<file path="config.mk">
export PLATFORM = sky130hd
export DESIGN_NAME = instr_fetch_stage
export DESIGN_NICKNAME = d
export VERILOG_FILES = /design/src/rtl/instr_fetch_stage.sv
export SDC_FILE = /design/constraint.sdc
export NUM_CORES = 1
export LEC_CHECK = 0
export CAP_MARGIN = 30
export CORE_MARGIN = 2
export CORE_UTILIZATION = 44
export CTS_CLUSTER_SIZE = 16
export DETAILED_ROUTE_END_ITERATION = 8
export PLACE_DENSITY = 0.76
export SETUP_SLACK_MARGIN = 0.1
export SLEW_MARGIN = 20
export SYNTH_ARGS = -nofsm -noshare
export SYNTH_HDL_FRONTEND = slang
export SYNTH_SLANG_ARGS = --single-unit
</file>
<file path="constraint.sdc">
create_clock -name clk -period 5.23 [get_ports clk]
set_clock_uncertainty 0.2 [all_clocks]
set_input_delay 0.523 -clock clk [delete_from_list [all_inputs] [get_ports clk]]
set_output_delay 0.523 -clock clk [all_outputs]
set_load 0.01 [all_outputs]
</file>
<file path="src/rtl/instr_fetch_stage.sv">
// IF stage of the 5-stage MIPS pipeline: PC register, instruction-memory handshake
// with a one-entry hold buffer for stalls, and the IF/ID pipeline register.
module instr_fetch_stage #(
    parameter logic [31:0] RESET_PC  = 32'h0000_0000,
    parameter logic [31:0] NOP_INSTR = 32'h0000_0000
) (
    input  logic        clk,
    input  logic        rst,
    input  logic        PCWrite,
    input  logic        IF_IDWrite,
    input  logic        PCSrc,
    input  logic [31:0] BranchTarget,
    output logic        imem_req,
    output logic [31:0] imem_addr,
    input  logic        imem_ready,
    input  logic [31:0] imem_rdata,
    output logic [31:0] PC,
    output logic [31:0] IF_ID_Instr,
    output logic [31:0] IF_ID_PCPlus4,
    output logic        IF_ID_Valid,
    output logic [4:0]  IF_ID_RegisterRs,
    output logic [4:0]  IF_ID_RegisterRt
);

    typedef enum logic [1:0] {
        REQ  = 2'd0,
        BUF  = 2'd1,
        DROP = 2'd2
    } state_t;

    state_t      state_q, state_d;
    logic [31:0] pc_q, pc_d;
    logic [31:0] req_addr_q, req_addr_d;
    logic [31:0] hold_buf_q, hold_buf_d;
    logic [31:0] if_id_instr_q, if_id_instr_d;
    logic [31:0] if_id_pcplus4_q, if_id_pcplus4_d;
    logic        if_id_valid_q, if_id_valid_d;

    logic        advance;
    logic [31:0] pc_plus4;

    assign advance  = PCWrite & IF_IDWrite;
    assign pc_plus4 = pc_q + 32'd4;

    always_comb begin
        state_d         = state_q;
        pc_d            = pc_q;
        req_addr_d      = req_addr_q;
        hold_buf_d      = hold_buf_q;
        if_id_instr_d   = if_id_instr_q;
        if_id_pcplus4_d = if_id_pcplus4_q;
        if_id_valid_d   = if_id_valid_q;

        if (PCSrc) begin
            // A redirect always flushes IF/ID, even when decode asked to hold it.
            pc_d          = BranchTarget;
            if_id_instr_d = NOP_INSTR;
            if_id_valid_d = 1'b0;
            case (state_q)
                REQ: begin
                    if (!imem_ready) begin
                        req_addr_d = pc_q;
                        state_d    = DROP;
                    end else begin
                        state_d = REQ;
                    end
                end
                BUF:     state_d = REQ;
                default: state_d = DROP;
            endcase
        end else if (state_q == DROP && imem_ready) begin
            state_d = REQ;
            if (IF_IDWrite) begin
                if_id_instr_d = NOP_INSTR;
                if_id_valid_d = 1'b0;
            end
        end else if (state_q == REQ && imem_ready) begin
            if (advance) begin
                if_id_instr_d   = imem_rdata;
                if_id_pcplus4_d = pc_plus4;
                if_id_valid_d   = 1'b1;
                pc_d            = pc_plus4;
            end else begin
                hold_buf_d = imem_rdata;
                state_d    = BUF;
            end
        end else if (state_q == BUF) begin
            if (advance) begin
                if_id_instr_d   = hold_buf_q;
                if_id_pcplus4_d = pc_plus4;
                if_id_valid_d   = 1'b1;
                pc_d            = pc_plus4;
                state_d         = REQ;
            end
        end else begin
            // Memory still busy: insert a latency bubble unless decode is holding.
            if (IF_IDWrite) begin
                if_id_instr_d = NOP_INSTR;
                if_id_valid_d = 1'b0;
            end
        end
    end

    always_ff @(posedge clk or posedge rst) begin
        if (rst) begin
            state_q         <= REQ;
            pc_q            <= RESET_PC;
            req_addr_q      <= RESET_PC;
            hold_buf_q      <= 32'd0;
            if_id_instr_q   <= NOP_INSTR;
            if_id_pcplus4_q <= 32'd0;
            if_id_valid_q   <= 1'b0;
        end else begin
            state_q         <= state_d;
            pc_q            <= pc_d;
            req_addr_q      <= req_addr_d;
            hold_buf_q      <= hold_buf_d;
            if_id_instr_q   <= if_id_instr_d;
            if_id_pcplus4_q <= if_id_pcplus4_d;
            if_id_valid_q   <= if_id_valid_d;
        end
    end

    // DROP keeps presenting the abandoned address so the memory sees a stable request.
    assign imem_req  = !rst && (state_q != BUF);
    assign imem_addr = (state_q == DROP) ? req_addr_q : pc_q;

    assign PC               = pc_q;
    assign IF_ID_Instr      = if_id_instr_q;
    assign IF_ID_PCPlus4    = if_id_pcplus4_q;
    assign IF_ID_Valid      = if_id_valid_q;
    assign IF_ID_RegisterRs = if_id_instr_q[25:21];
    assign IF_ID_RegisterRt = if_id_instr_q[20:16];

endmodule

</file>
## Yosys cells after proc, flatten, opt, wreduce, memory -nomap -nowiden

Index checks and enable logic that the tools add are counted.

| word-level totals | value |
|---|---|
| output and inout bits | 140 |
| logic and storage cells | 65 |
| bits in registers | 163 |
| input port bits | 70 |

| cells by class | value |
|---|---|
| eq/ne operators | 7 |
| bitwise operators | 5 |
| reductions and logical operators | 15 |
| mux-type cells | 30 |
| add/sub/neg operators | 1 |

Operators with widths:

| kind | count |
|---|---|
| 32-bit two-way mux | 16 |
| 32-bit by 3-bit adder with 32-bit output (second input constant) | 1 |
| 2-bit two-way mux | 7 |
| 4-bit inequality test (second input constant) | 3 |
| 3-bit AND reduction | 3 |
| 4-bit nonzero test | 2 |
| 1-bit two-way mux | 6 |
| 1-bit inverter | 4 |
| 2-bit one-hot mux with 2 select lines | 1 |
| 2-bit AND reduction | 2 |
| 4-bit AND reduction | 1 |
| 1-bit logical AND | 3 |
| 3-bit nonzero test | 1 |
| 2-bit by 1-bit == test with 1-bit output (second input constant) | 1 |
| 2-bit == test (second input constant) | 1 |
| 2-bit logical NOT | 1 |
| 2-bit by 1-bit inequality test with 1-bit output (second input constant) | 1 |
| 2-bit inequality test (second input constant) | 1 |
| 2-bit nonzero test | 1 |
| 1-bit AND | 1 |
| 1-bit logical NOT | 1 |

## Logic depth before layout (Yosys ltp)

| depth | value |
|---|---|
| depth in word-level cells | 6 |
| depth in mapped cells | 8 |
| gate-level depth less buffers | 5 |

## Least setup slack after synthesis

Ideal clock, no wire load.

| timing path | value |
|---|---|
| path type | register to output |
| from | reg state_q[1] |
| to | out imem_addr[10] |
| slack | 2729 ps |
| cell stages (with the launch flop) | 6 |
| required time | 4507 ps |
| data arrival time | 1778 ps |
| path buffers | 2 |
| path through | dfrtp_1 -> clkbuf_1 -> inv_1 -> nor2_1 -> clkbuf_1 -> mux2_2 |

| on the way | value |
|---|---|
| cells in the longest elaborated chain, start to end | 2 |

RTL lines:

| element | line | text |
|---|---|---|
| start, declared | 31 | `state_t state_q, state_d;` |
| start signal, assigned | 114 | `state_q <= state_d;` |
| 2-bit == test | 126 | `assign imem_addr = (state_q == DROP) ? req_addr_q : pc_q;` |
| 32-bit two-way mux | 126 |  |
| end, declared | 14 | `output logic [31:0] imem_addr,` |

Every way passes these cells.

## Final worst setup path

| timing path | value |
|---|---|
| from | reg state_q[1] |
| to | out imem_addr[15] |

The elaborated chain is that of the path after synthesis.

==> flow_metrics.env <==
export IMPL_antenna_found_initial=0
export IMPL_crit_reg2reg_capture="PC[21]$_DFFE_PP0P_"
export IMPL_grt_setup_unrepaired="no"
export IMPL_critical_path_sink_type="output port"
export IMPL_power_total_w=0.00420
export IMPL_cts_tree="done"
export IMPL_track_usage=0.232
export IMPL_synth_sequential_area_ratio=0.511
export IMPL_synth_nets=813
export IMPL_holdCritStartpoint="IF_ID_PCPlus4[3]$_DFFE_PP0P_"
export IMPL_grt_pass1_vias=6507
export IMPL_vias_per_inst=5.70
export IMPL_worstReg2RegStart="PC[8]$_DFFE_PP0P_"
export IMPL_design_final_nets=977
export IMPL_start_util=0.446
export IMPL_drt_iter0_drc=449
export IMPL_totalNegativeSetupSlack_ps=0
export IMPL_synth_yosys_warnings=0
export IMPL_clock_sink_count=163
export IMPL_syn2layout_area_growth_pct=34.9
export IMPL_rrSetupSlack_ps=2370
export IMPL_power_density_cell_area_nw_per_um2=391
export IMPL_cts_resized_gates=0
export IMPL_overflow=0
export IMPL_cp_start_kind="register"
export IMPL_cts_post_setup_buffers_inserted=0
export IMPL_avg_wl_per_cell_um=19.4
export IMPL_cp_required_ps=4510
export IMPL_timing_hold_worst_endpoint="IF_ID_PCPlus4[3]$_DFFE_PP0P_"
export IMPL_critical_path_max_stage_delay_ps=500
export IMPL_clockRootBuffer="clkbuf_16"
export IMPL_numPortBuffers=209
export IMPL_first_pass_iters=4
export IMPL_path_cells="inv_1 > nor2_4 > buf_16 > mux2_2 > clkdlybuf4s50_1"
export IMPL_cts_buffers=17
export IMPL_die_w_um=139
export IMPL_clk_insertion_delay_late_ps=430
export IMPL_design_portCount=210
export IMPL_grt_max_degree=60
export IMPL_core_region_area_sq_um=17900
export IMPL_wirelength_mm=22.2
export IMPL_die_h_um=139
export IMPL_cts_root_to_sink_buffers=2
export IMPL_max_freq_mhz=295
export IMPL_post_dp_hpwl_mm=15.2
export IMPL_placement_rows=49
export IMPL_max_slew_margin_rel=0.363
export IMPL_maxSlewViolCount=0
export IMPL_worstMarginPinSlew_ps=946
export IMPL_crit_path_top_delay_cell="dfrtp_1"
export IMPL_layout_commonest_cell="clkdlybuf4s50_1"
export IMPL_clkSlewWorstSetupHoldPaths_ps=70
export IMPL_fp_dieArea_sq_um=19200
export IMPL_finalSetupViolations=0
export IMPL_synthesis_instances=742
export IMPL_drcViolationCount=0
export IMPL_gp_routability_congestion=0.807
export IMPL_hold_path_class="reg2reg"
export IMPL_ctsHtreeMaxLevel=4
export IMPL_cp_max_fo=22
export IMPL_crit_path_start="state_q[1]$_DFFE_PP0P_"
export IMPL_route_antenna_remaining_nets=0
export IMPL_timing_worst_setup_path_type="reg2out"
export IMPL_flops_latches_synth=163
export IMPL_irDropWorstVdd_mv=0.232
export IMPL_mappedNetlistArea_sq_um=7980
export IMPL_grt_pass1_wl_mm=35.6
export IMPL_postCtsHoldBufs=0
export IMPL_final_cells=1146
export IMPL_placedCellCount=1115
export IMPL_yosys_most_used_dff="dfrtp_1"
export IMPL_ys_async_sr_fraction=1.00
export IMPL_timing_critical_path_arrival_ps=2670
export IMPL_power_static_leakage_nw=4.23
export IMPL_holdPathStages=2
export IMPL_outcome="complete, no violations"
export IMPL_num_vias=6529
export IMPL_antenna_cells=0
export IMPL_share_of_layout_cells_above_drive_strength_1=0.165
export IMPL_max_cap_viol_count=0
export IMPL_most_common_layout_cells="clkdlybuf4s50_1 (208), dfrtp_1 (163), mux2_2 (94)"
export IMPL_r2r_cells=4
export IMPL_layout_worst_path_cycle_share=0.649
export IMPL_synth_enable_flop_cells=0
export IMPL_netlist_cell_type_count=54
export IMPL_final_area_sq_um=10800
export IMPL_hold_viol=0
export IMPL_min_period_ps=3390
export IMPL_placed_cell_area_sq_um=10200
export IMPL_syn_area_per_cell_sq_um=10.7
[worst max-delay path by stage]
stage                     depth (start not counted)                    endpoint  slack [ps]
after floorplan                                   1  IF_ID_Instr[0]$_DFFE_PP0P_         100
after global placement                            5  hold_buf_q[15]$_DFFE_PP0P_        1790
after detailed placement                          5          PC[30]$_DFFE_PP0P_        1890
after CTS                                         5                imem_addr[8]        1750
after global routing                              5                imem_addr[9]        1670
final                                             5               imem_addr[15]        1840
[metal layers]
layer	global-route usage	wire (um)	up-vias
met4	0.0532	210	0
met2	0.378	10500	230
met1	0.310	9730	3237
met3	0.0698	1800	19
met5	0	0	-
li1	-	-	3043
[critical path, delay by kind of cell (launching register included)]
kind                   cells  cell delay [ps]
buffers and inverters      3              880
flip-flops                 1              500
multiplexers               1              350
AND/OR/NAND/NOR            1              490
[cells by family (layout without fill, tap and decap cells)]
group / after synthesis / after routing / synth area share
AND/OR/NAND/NOR: 206 / 206 / 0.134
AO/OA/AOI/OAI: 169 / 169 / 0.143
flip-flops: 163 / 163 / 0.511
multiplexers: 96 / 96 / 0.135
buffers and inverters: 86 / 261 / 0.0513
XOR/XNOR: 21 / 21 / 0.0231
adder cells (fa/ha/maj): 1 / 1 / 0.00157
[cell usage after synthesis (2+ instances only)]
cell type,number,area (sq um)
o22ai_1,24,150
a211o_1,3,26.3
nand2b_1,2,12.5
nor2_1,35,131
nand2_1,67,251
clkbuf_1,40,150
or2_2,2,12.5
inv_1,6,22.5
o31ai_1,15,113
a31oi_1,22,138
or4_1,23,173
o311ai_0,2,17.5
nor2b_1,7,43.8
o21ai_0,43,215
dfrtp_1,163,4080
and2_1,2,12.5
nand4_1,17,106
nor3_1,5,25.0
buf_1,3,11.3
o211ai_1,6,45.0
a21oi_1,10,50.1
clkbuf_2,4,20.0
o2bb2ai_1,26,228
nand4_2,2,25.0
nor4_1,7,43.8
o22a_1,8,70.1
xnor2_1,14,123
or3_1,9,56.3
mux2_2,94,1060
buf_2,17,85.1
xor2_1,7,61.3
nand3_1,19,95.1
and4_1,4,35.0
buf_4,14,105
[where the power goes]
part           internal (W)  switching, W
logic              0.000698      0.000472
registers           0.00156      0.000214
clock network      0.000749      0.000507
total               0.00301       0.00119
[sequential cells by signal, summed over array words and instances (netlist names)]
name	count
IF_ID_Valid	1
PC	32
IF_ID_PCPlus4	32
IF_ID_Instr	32
state_q	2
hold_buf_q	32
req_addr_q	32
[per-stage QoR]
stage / worst slack, ps / hold slack [ps] / utilization
6_report: 1840 / 274 / 0.601
5_1_grt: 1670 / 309 / 0.601
4_1_cts: 1750 / 279 / 0.600
3_5_place_dp: 1890 / 263 / 0.568
3_3_place_gp: 1790 / 264 / 0.562
2_1_floorplan: 102 / 265 / -
[final cells by class]
cell class                 instances  area (sq um)
fill                            1508          7150
tap                              229           287
clock buffer                      22           484
multi-input combinational        493          3520
sequential                       163          4080
timing repair buffer             224          2260
inverter                           7          31.3
clock inverter                     8           101
Power figures use the tool's default switching activity.
